<file path="config.mk">
export PLATFORM = sky130hd
export DESIGN_NAME = div_period_monitor
export DESIGN_NICKNAME = d
export VERILOG_FILES = /design/src/rtl/div_period_monitor.sv
export SDC_FILE = /design/constraint.sdc
export NUM_CORES = 1
export LEC_CHECK = 0
export ABC_CLOCK_PERIOD_IN_PS = 2600
export BUFFER_PORTS_ARGS = -buffer_cell sky130_fd_sc_hd__clkbuf_2
export CELL_PAD_IN_SITES_DETAIL_PLACEMENT = 0
export CELL_PAD_IN_SITES_GLOBAL_PLACEMENT = 1
export CORE_MARGIN = 5
export CORE_UTILIZATION = 45
export DETAILED_ROUTE_END_ITERATION = 12
export PLACE_DENSITY = 0.9
export REMOVE_ABC_BUFFERS = 1
export SETUP_SLACK_MARGIN = 0.4
export SYNTH_ARGS = -nofsm -noshare
export SYNTH_HDL_FRONTEND = slang
export SYNTH_SLANG_ARGS = --single-unit
</file>
<file path="constraint.sdc">
create_clock -name clk -period 2.6 [get_ports clk]
set_input_delay 0.78 -clock clk [delete_from_list [all_inputs] [get_ports clk]]
set_output_delay 0.78 -clock clk [all_outputs]
set_load 0.01 [all_outputs]
</file>
<file path="src/rtl/div_period_monitor.sv">
// div_period_monitor: supervises a divided clock in the system clock domain.
// The divided signal is synchronized and its rising edges are detected. Each
// period is then measured in clk cycles. Lock is declared after LOCK_CNT
// consecutive in-tolerance periods. Loss of lock sets a sticky error flag and
// increments a saturating event counter.
//
// Ports:
//   clk        system clock, all registers on rising edge
//   reset      asynchronous active-high reset
//   div_in     divided clock, treated as asynchronous data
//   en         monitor enable; low forces IDLE
//   err_clr    single-cycle pulse clearing err and err_cnt
//   period     last measured period (clk cycles)
//   period_vld one-cycle pulse when period updates
//   locked     high while in LOCKED
//   err        sticky loss-of-lock flag
//   err_cnt    loss-of-lock event count, saturating at 255
module div_period_monitor #(
    parameter int unsigned EXP_PERIOD = 8,
    parameter int unsigned TOL        = 1,
    parameter int unsigned LOCK_CNT   = 4,
    parameter int unsigned CNT_W      = 16
) (
    input  logic             clk,
    input  logic             reset,
    input  logic             div_in,
    input  logic             en,
    input  logic             err_clr,
    output logic [CNT_W-1:0] period,
    output logic             period_vld,
    output logic             locked,
    output logic             err,
    output logic [7:0]       err_cnt
);

    localparam int unsigned GOOD_W = (LOCK_CNT > 1) ? $clog2(LOCK_CNT + 1) : 1;

    localparam logic [CNT_W-1:0]  LO_LIM    = CNT_W'((EXP_PERIOD > TOL) ? (EXP_PERIOD - TOL) : 0);
    localparam logic [CNT_W-1:0]  HI_LIM    = CNT_W'(EXP_PERIOD + TOL);
    localparam logic [CNT_W-1:0]  STALL_LIM = CNT_W'(EXP_PERIOD + TOL + 1);
    localparam logic [CNT_W-1:0]  CNT_MAX   = '1;
    localparam logic [GOOD_W-1:0] GOOD_LAST = GOOD_W'(LOCK_CNT - 1);
    localparam logic [7:0]        ERR_MAX   = 8'hFF;

    typedef enum logic [1:0] {
        IDLE   = 2'd0,
        ARM    = 2'd1,
        TRACK  = 2'd2,
        LOCKED = 2'd3
    } state_t;

    state_t            state;
    logic              s1;
    logic              s2;
    logic              s3;
    logic [CNT_W-1:0]  cnt;
    logic [GOOD_W-1:0] good_cnt;

    logic rise;
    logic good;
    logic loss;

    // Edge detect on the synchronized level.
    assign rise = s2 & ~s3;

    // Current count falls inside the tolerance window.
    assign good = (cnt >= LO_LIM) && (cnt <= HI_LIM);

    // Loss of lock: a bad period, or no edge by one cycle past the window.
    assign loss = en && (state == LOCKED) && (rise ? !good : (cnt == STALL_LIM));

    // Synchronizer, period counter, FSM and registered outputs.
    always_ff @(posedge clk or posedge reset) begin
        if (reset) begin
            state      <= IDLE;
            s1         <= 1'b0;
            s2         <= 1'b0;
            s3         <= 1'b0;
            cnt        <= '0;
            good_cnt   <= '0;
            period     <= '0;
            period_vld <= 1'b0;
            locked     <= 1'b0;
            err        <= 1'b0;
            err_cnt    <= '0;
        end else begin
            s1         <= div_in;
            s2         <= s1;
            s3         <= s2;
            period_vld <= 1'b0;

            // An event in the same cycle as err_clr leaves exactly one count.
            if (loss) begin
                err <= 1'b1;
                if (err_clr) begin
                    err_cnt <= 8'd1;
                end else if (err_cnt != ERR_MAX) begin
                    err_cnt <= err_cnt + 8'd1;
                end
            end else if (err_clr) begin
                err     <= 1'b0;
                err_cnt <= '0;
            end

            if (!en) begin
                state    <= IDLE;
                cnt      <= '0;
                good_cnt <= '0;
                locked   <= 1'b0;
            end else begin
                if (rise) begin
                    cnt <= CNT_W'(1);
                end else if (cnt != CNT_MAX) begin
                    cnt <= cnt + CNT_W'(1);
                end

                case (state)
                    IDLE: begin
                        state <= ARM;
                    end
                    ARM: begin
                        // First edge only starts the count; nothing to measure yet.
                        if (rise) begin
                            state <= TRACK;
                        end
                    end
                    TRACK: begin
                        if (rise) begin
                            period     <= cnt;
                            period_vld <= 1'b1;
                            if (good) begin
                                if (good_cnt == GOOD_LAST) begin
                                    state    <= LOCKED;
                                    locked   <= 1'b1;
                                    good_cnt <= '0;
                                end else begin
                                    good_cnt <= good_cnt + GOOD_W'(1);
                                end
                            end else begin
                                good_cnt <= '0;
                            end
                        end
                    end
                    LOCKED: begin
                        if (rise) begin
                            period     <= cnt;
                            period_vld <= 1'b1;
                        end
                        if (loss) begin
                            state    <= TRACK;
                            locked   <= 1'b0;
                            good_cnt <= '0;
                        end
                    end
                    default: begin
                        state <= IDLE;
                    end
                endcase
            end
        end
    end

endmodule

</file>
==> flow_summary.ini, run 1 <==
[worst_setup_path]
required_ps = 2790
r2r_start = err_cnt[3]
arrival_ps = 2390
cpPeakStageDelay_ps = 540
r2r_slack_ps = 400
rr_worst_depth = 5
endpoint_kind = flip-flop
cpLargestDelayFamily = simple AND/OR/NAND/NOR gates
crit_fanout = 7
critPathBufInv = 0
crit_type = flip-flop to flip-flop
path_cells = and4_1 > and4_2 > or4_1 > o32ai_4 > mux2_4
crit_slowest_cell = or4_1
r2r-end = err_cnt[3]
startpoint_type = flip-flop

[sta]
rsz0062_at_grt = true
fin_skew_ps = 8.12
slew_violations = 0
layout_setup_ws_ps = 402
fin_setup_tns_ps = 0
hold_violations = 0
slew_headroom = 0.569
fmax_mhz = 455
finalCriticalPeriod_ps = 2200
tightest_slew_ps = 641
fin_crit_sh = 0.845
finalSetupViolations = 0

[finish]
regArea_mm2 = 0.00128
multi_input_area_mm2 = 0.00134
fin_nets = 312
area_growth_pct = 18.2
drive_gt1_frac = 0.308
n_antenna_cell = 0
fill_cells = 524

[routing]
wirelength_mm = 5.76
wl_per_cell_um = 15.3
first_pass_iters = 5
drt_iter0_drc = 89
viasPerCell = 5.58
vias = 2102
drc_errors = 0
drtAntennaViolNets = 0

[cts]
ctsLongestPathBuffers = 2
cts_tree = done
clock-sinks = 51
hold_buffers = 0
worstSkewPairLatency_ps = 300
clk_pin_slew_worst_paths_ps = 90
cts_buffers = 5
cts_max_level = 2
clockRootBuffer = clkbuf_8

[yosys]
yosysTopAreaCell = dfrtp_1
yosys_warnings = 0
synth.top_cell.area_share = 0.480
synth-seq-cells = 51
syn_avg_cell_area_um2 = 10.3
synthArstFlopShare = 1.00
synth_area_leaders = dfrtp_1 (48%), mux2_2 (5.9%), nand2_1 (3.4%)
synth_cell_type_count = 51
synth_edf_count = 0
seq_area_frac_synth = 0.480
synth_ff_type = dfrtp_1
syn_area_mm2 = 0.00266
synthCells = 259

[die]
core_mm2 = 0.00585
die-area_mm2 = 0.00755
die_h_um = 86.9
placementRows = 28
initial_utilization = 0.455
die_x_um = 86.9
ios = 32

[placement]
gp_congestion = 0.824
place_hpwl_mm = 3.93
io_buffers = 31
pre_cts_slack_ps = 286

[grt]
grt_pass1_wl_mm = 9.58
grtUsageTotal = 0.157
grt_max_degree = 52
antenna_found_initial = 0
grt.overflow.total = 0
grt_pass1_vias = 2017

[hold_path]
hold_depth = 0
min_to = s2
hp-start = s1
hold_path_class = flip-flop to flip-flop

[flow_run]
maxCapViolations = 0

[pwr]
power_density_mw_per_mm2 = 444
cellLeakagePower_nw = 1.42
ir_drop_v = 0.000367

[run_status]
outcome = completed
-- layer usage --
layer / GRT usage / part of all wire / vias to the layer above
met5: 0 / 0 / -
met4: 0.0510 / 0.018 / 0
met3: 0.0322 / 0.038 / 9
met2: 0.258 / 0.50 / 40
met1: 0.206 / 0.45 / 1027
li1: - / - / 1026
-- cell families (layout without fill, tap and decap cells) --
family	Yosys count	in the layout	share of synthesized area
flip-flops	51	51	0.480
buffers and inverters	26	68	0.0423
adder cells (fa/ha/maj)	6	6	0.0282
AO/OA/AOI/OAI	45	45	0.121
AND/OR/NAND/NOR	101	102	0.214
multiplexers	18	18	0.0753
XOR/XNOR	12	12	0.0395
-- flip-flops by register name (all words and copies together) (netlist names), 2 cells and up --
| signal | cells |
|---|---|
| cnt | 16 |
| err_cnt | 8 |
| good_cnt | 3 |
| period | 16 |
| state | 2 |
-- cells in the mapped netlist, drive strengths merged (2+ instances only) --
library cell	instances
xnor2	7
nand2	24
a211oi	6
a31oi	5
and3	4
nor2b	4
inv	13
nor3	7
nor4	4
nor2	20
mux2	16
ha	6
clkbuf	11
a21oi	8
or3	2
nand3	12
dfrtp	51
o32ai	2
and4	5
nand3b	3
o211ai	2
nor3b	3
nand4	4
nand2b	2
buf	2
mux2i	2
and2	3
o21ai	7
or4	3
xor2	5
a211o	3
-- how the worst max path moves through the flow --
stage | from | to | slack (ps) | cells after the start
after global routing | err_cnt[3] | err_cnt[3] | 340 | 5
after global placement | en | err_cnt[3] | 340 | 5
after CTS | cnt[1] | err_cnt[2] | 410 | 7
after floorplan | cnt[10] | err_cnt[3] | 440 | 5
final | err_cnt[3] | err_cnt[3] | 400 | 5
after detailed placement | cnt[10] | err_cnt[2] | 290 | 5
-- timing repair --
| item | in CTS | in global routing |
|---|---|---|
| endpoints found under the setup margin | 5 | 8 |
| gates cloned | 0 | 1 |
| gates resized for setup | 4 | 17 |
| setup buffers | 2 | 7 |
| pin swaps | 3 | 10 |
-- per-stage QoR --
step / power, W / util / cells / area, um2 / hold WS, ps
6_report: 0.00140 / 0.537 / 377 / 3140 / 349
5_1_grt: 0.00145 / 0.537 / 377 / 3140 / 374
4_1_cts: 0.00141 / 0.516 / 369 / 3020 / 356
3_5_place_dp: 0.000911 / 0.495 / 359 / 2900 / 340
3_3_place_gp: 0.000909 / 0.495 / 359 / 2900 / 333
2_1_floorplan: 0.000877 / - / 246 / 2600 / 331
-- where the power goes --
part	switching (W)	internal, W
registers	0.0000136	0.000805
clock network	0.000255	0.000243
logic	0.0000527	0.0000274
total	0.000321	0.00108
-- worst register-to-register path, delay by kind of cell, from the launching register on --
family / cells / cell delay [ps]
compound gates: 1 / 150
mux: 1 / 320
simple gates: 3 / 1170
flops: 1 / 450
-- final cells by class --
cell class | instances | area share
sequential | 51 | 0.408
clock buffer | 8 | 0.0318
multi-input combinational | 183 | 0.427
tap | 75 | 0.0299
timing repair buffer | 47 | 0.0876
inverter | 13 | 0.0155
-- placed cells by master (no fill, tap or decap), drive strengths merged, types with 7 or more instances in the layout --
| cell | netlist | routed |
|---|---|---|
| dfrtp | 51 | 51 |
| clkbuf | 11 | 39 |
| nand2 | 24 | 24 |
| nor2 | 20 | 20 |
| buf | 2 | 16 |
| mux2 | 16 | 16 |
| inv | 13 | 13 |
| nand3 | 12 | 12 |
| a21oi | 8 | 8 |
| nor3 | 7 | 7 |
| xnor2 | 7 | 7 |
| o21ai | 7 | 7 |
Note: power is estimated with default switching activity, not from simulation.
==> run 2, diff against run 1 <==
--- a/config.mk
+++ b/config.mk
@@ -5,7 +5,7 @@
 export SDC_FILE = /design/constraint.sdc
 export NUM_CORES = 1
 export LEC_CHECK = 0
-export ABC_CLOCK_PERIOD_IN_PS = 2600
+export ABC_CLOCK_PERIOD_IN_PS = 2200
 export BUFFER_PORTS_ARGS = -buffer_cell sky130_fd_sc_hd__clkbuf_2
 export CELL_PAD_IN_SITES_DETAIL_PLACEMENT = 0
 export CELL_PAD_IN_SITES_GLOBAL_PLACEMENT = 1
==> constraint.sdc (replaced) <==
create_clock -name clk -period 2.2 [get_ports clk]
set_input_delay 0.66 -clock clk [delete_from_list [all_inputs] [get_ports clk]]
set_output_delay 0.66 -clock clk [all_outputs]
set_load 0.01 [all_outputs]
==> flow_summary.ini, run 2 (synthesis results as in run 1) <==
[finish]
fin_nets = 333
final_util = 0.575
drive_gt1_frac = 0.368
area_growth_pct = 26.5
reg_top3 = cnt (16), period (16), err_cnt (8)
final_common_cell = dfrtp_1
n_antenna_cell = 0
layout_common_cells = dfrtp_1 (51), buf_4 (33), clkbuf_2 (31)

[pwr]
p_sw_frac = 0.242
clock_power_share = 0.330
cellLeakagePower_nw = 1.57
ir_drop_v = 0.000371
power.internal_w = 0.00121
power_density_mw_per_mm2 = 476
combPwrFrac = 0.067
pwr-share-seq = 0.602
p_switching_w = 0.000387

[worst_setup_path]
rr_worst_depth = 7
r2r_start = cnt[0]
endpoint_kind = flip-flop
r2r_slack_ps = 100
cpLargestDelayFamily = compound AO/OA/AOI/OAI gates
crit_fanout = 6
startpoint_type = flip-flop
crit_slowest_cell = a211o_2
cp.depth = 7
cpPeakStageDelay_ps = 420
arrival_ps = 2300
critPathBufInv = 1
path_cells = buf_4 > ha_2 > nand3b_1 > o21ai_1 > a211o_2 > a211oi_2 > mux2_1
r2r-end = err_cnt[2]
crit_type = flip-flop to flip-flop
required_ps = 2390

[cts]
hold_buffers = 0
clockRootBuffer = clkbuf_8
cts_tree = done
cts_max_level = 2
clk_pin_slew_worst_paths_ps = 90
ctsLongestPathBuffers = 2
worstSkewPairLatency_ps = 300
cts_buffers = 5
clock-sinks = 51

[placement]
place_hpwl_mm = 4.28
pre_cts_slack_ps = 0.459
gp_congestion = 0.855
io_buffers = 31

[routing]
viasPerCell = 5.65
drt_iter0_drc = 96
drtAntennaViolNets = 0
drc_errors = 0
vias = 2249
first_pass_iters = 4
wirelength_mm = 6.25
wl_per_cell_um = 15.7

[grt]
grtUsageTotal = 0.174
grtUsageMet3 = 0.0350
grt_max_degree = 52
top_usage_layer = met2
grtUsageMet1 = 0.223
grt_pass1_vias = 2224
grt.overflow.total = 0
grt_use_met2 = 0.293
antenna_found_initial = 0
grt_pass1_wl_mm = 10.5

[sta]
slew_violations = 0
rsz0062_at_grt = true
fin_crit_sh = 0.956
hold_violations = 0
tightest_slew_ps = 573
layout_setup_ws_ps = 96.3
fin_skew_ps = 8.24
fmax_mhz = 475
slew_headroom = 0.617
finalSetupViolations = 0
finalCriticalPeriod_ps = 2100

[die]
ios = 32
core_mm2 = 0.00585
placementRows = 28
initial_utilization = 0.455
die_x_um = 86.9
die_h_um = 86.9
die-area_mm2 = 0.00755

[flow_run]
maxCapViolations = 0

[hold_path]
hold_path_class = input pin to asynchronous set/reset pin

[run_status]
outcome = completed
==> run 2: changes by cell type in the layout (fill, tap and decap cells not counted), sizes merged <==
cell    change
clkinv      +1
clkbuf      -1
buf        +21
==> run 2: metrics by stage <==
| stage | instances | total power, W | instance area (um2) | hold slack [ps] | TNS (ps) |
|---|---|---|---|---|---|
| after floorplan | 246 | 0.00104 | 2600 | 331 | 0 |
| after CTS | 397 | 0.00162 | 3270 | 362 | 0 |
| after global routing | 398 | 0.00168 | 3370 | 373 | -7.57 |
| after global placement | 384 | 0.00108 | 3100 | 332 | 0 |
| after detailed placement | 384 | 0.00108 | 3100 | 341 | 0 |
| final | 398 | 0.00160 | 3370 | 358 | 0 |
==> run 2: how the worst max path moves through the flow <==
stage	from	end	slack [ps]
3_5_place_dp	cnt[14]	err_cnt[2]	0.5
4_1_cts	cnt[5]	err_cnt[3]	50
2_1_floorplan	cnt[10]	err_cnt[3]	40
6_report	cnt[0]	err_cnt[2]	100
3_3_place_gp	en	err_cnt[3]	40
5_1_grt	cnt[0]	err_cnt[2]	-8
==> run 2: worst min-delay path, cell delays in order <==
cell,delay (ps)
clkbuf_2,90
inv_2,60
buf_12,250
==> run 2: layout make-up <==
cell class,count,area (um2)
fill,508,2480
sequential,51,1280
clock inverter,1,5.00
multi-input combinational,183,1410
clock buffer,7,76.3
timing repair buffer,68,457
inverter,13,48.8
tap,75,93.8
==> run 2: timing repair <==
item | 4_1_cts | 5_1_grt
buffers inserted | 4 | 1
resized for setup | 13 | 21
pin swaps | 8 | 7
setup endpoints to repair | 20 | 22
cloned | 1 | 0
==> run 2: layer usage <==
layer	routed length [um]	part of all wire	vias up
li1	-	-	1057
met1	2610	0.42	1132
met2	3300	0.53	51
met3	243	0.039	9
met4	97	0.016	0
met5	0	0	-
==> run 2: power by group through the flow <==
stage	Sequential, W	Clock (W)	Combinational [W]
after detailed placement	0.000983	0	0.000100
after floorplan	0.000986	0	0.0000506
after global routing	0.000966	0.000595	0.000123
final	0.000964	0.000529	0.000108
after global placement	0.000983	0	0.0000982
after CTS	0.000963	0.000546	0.000107
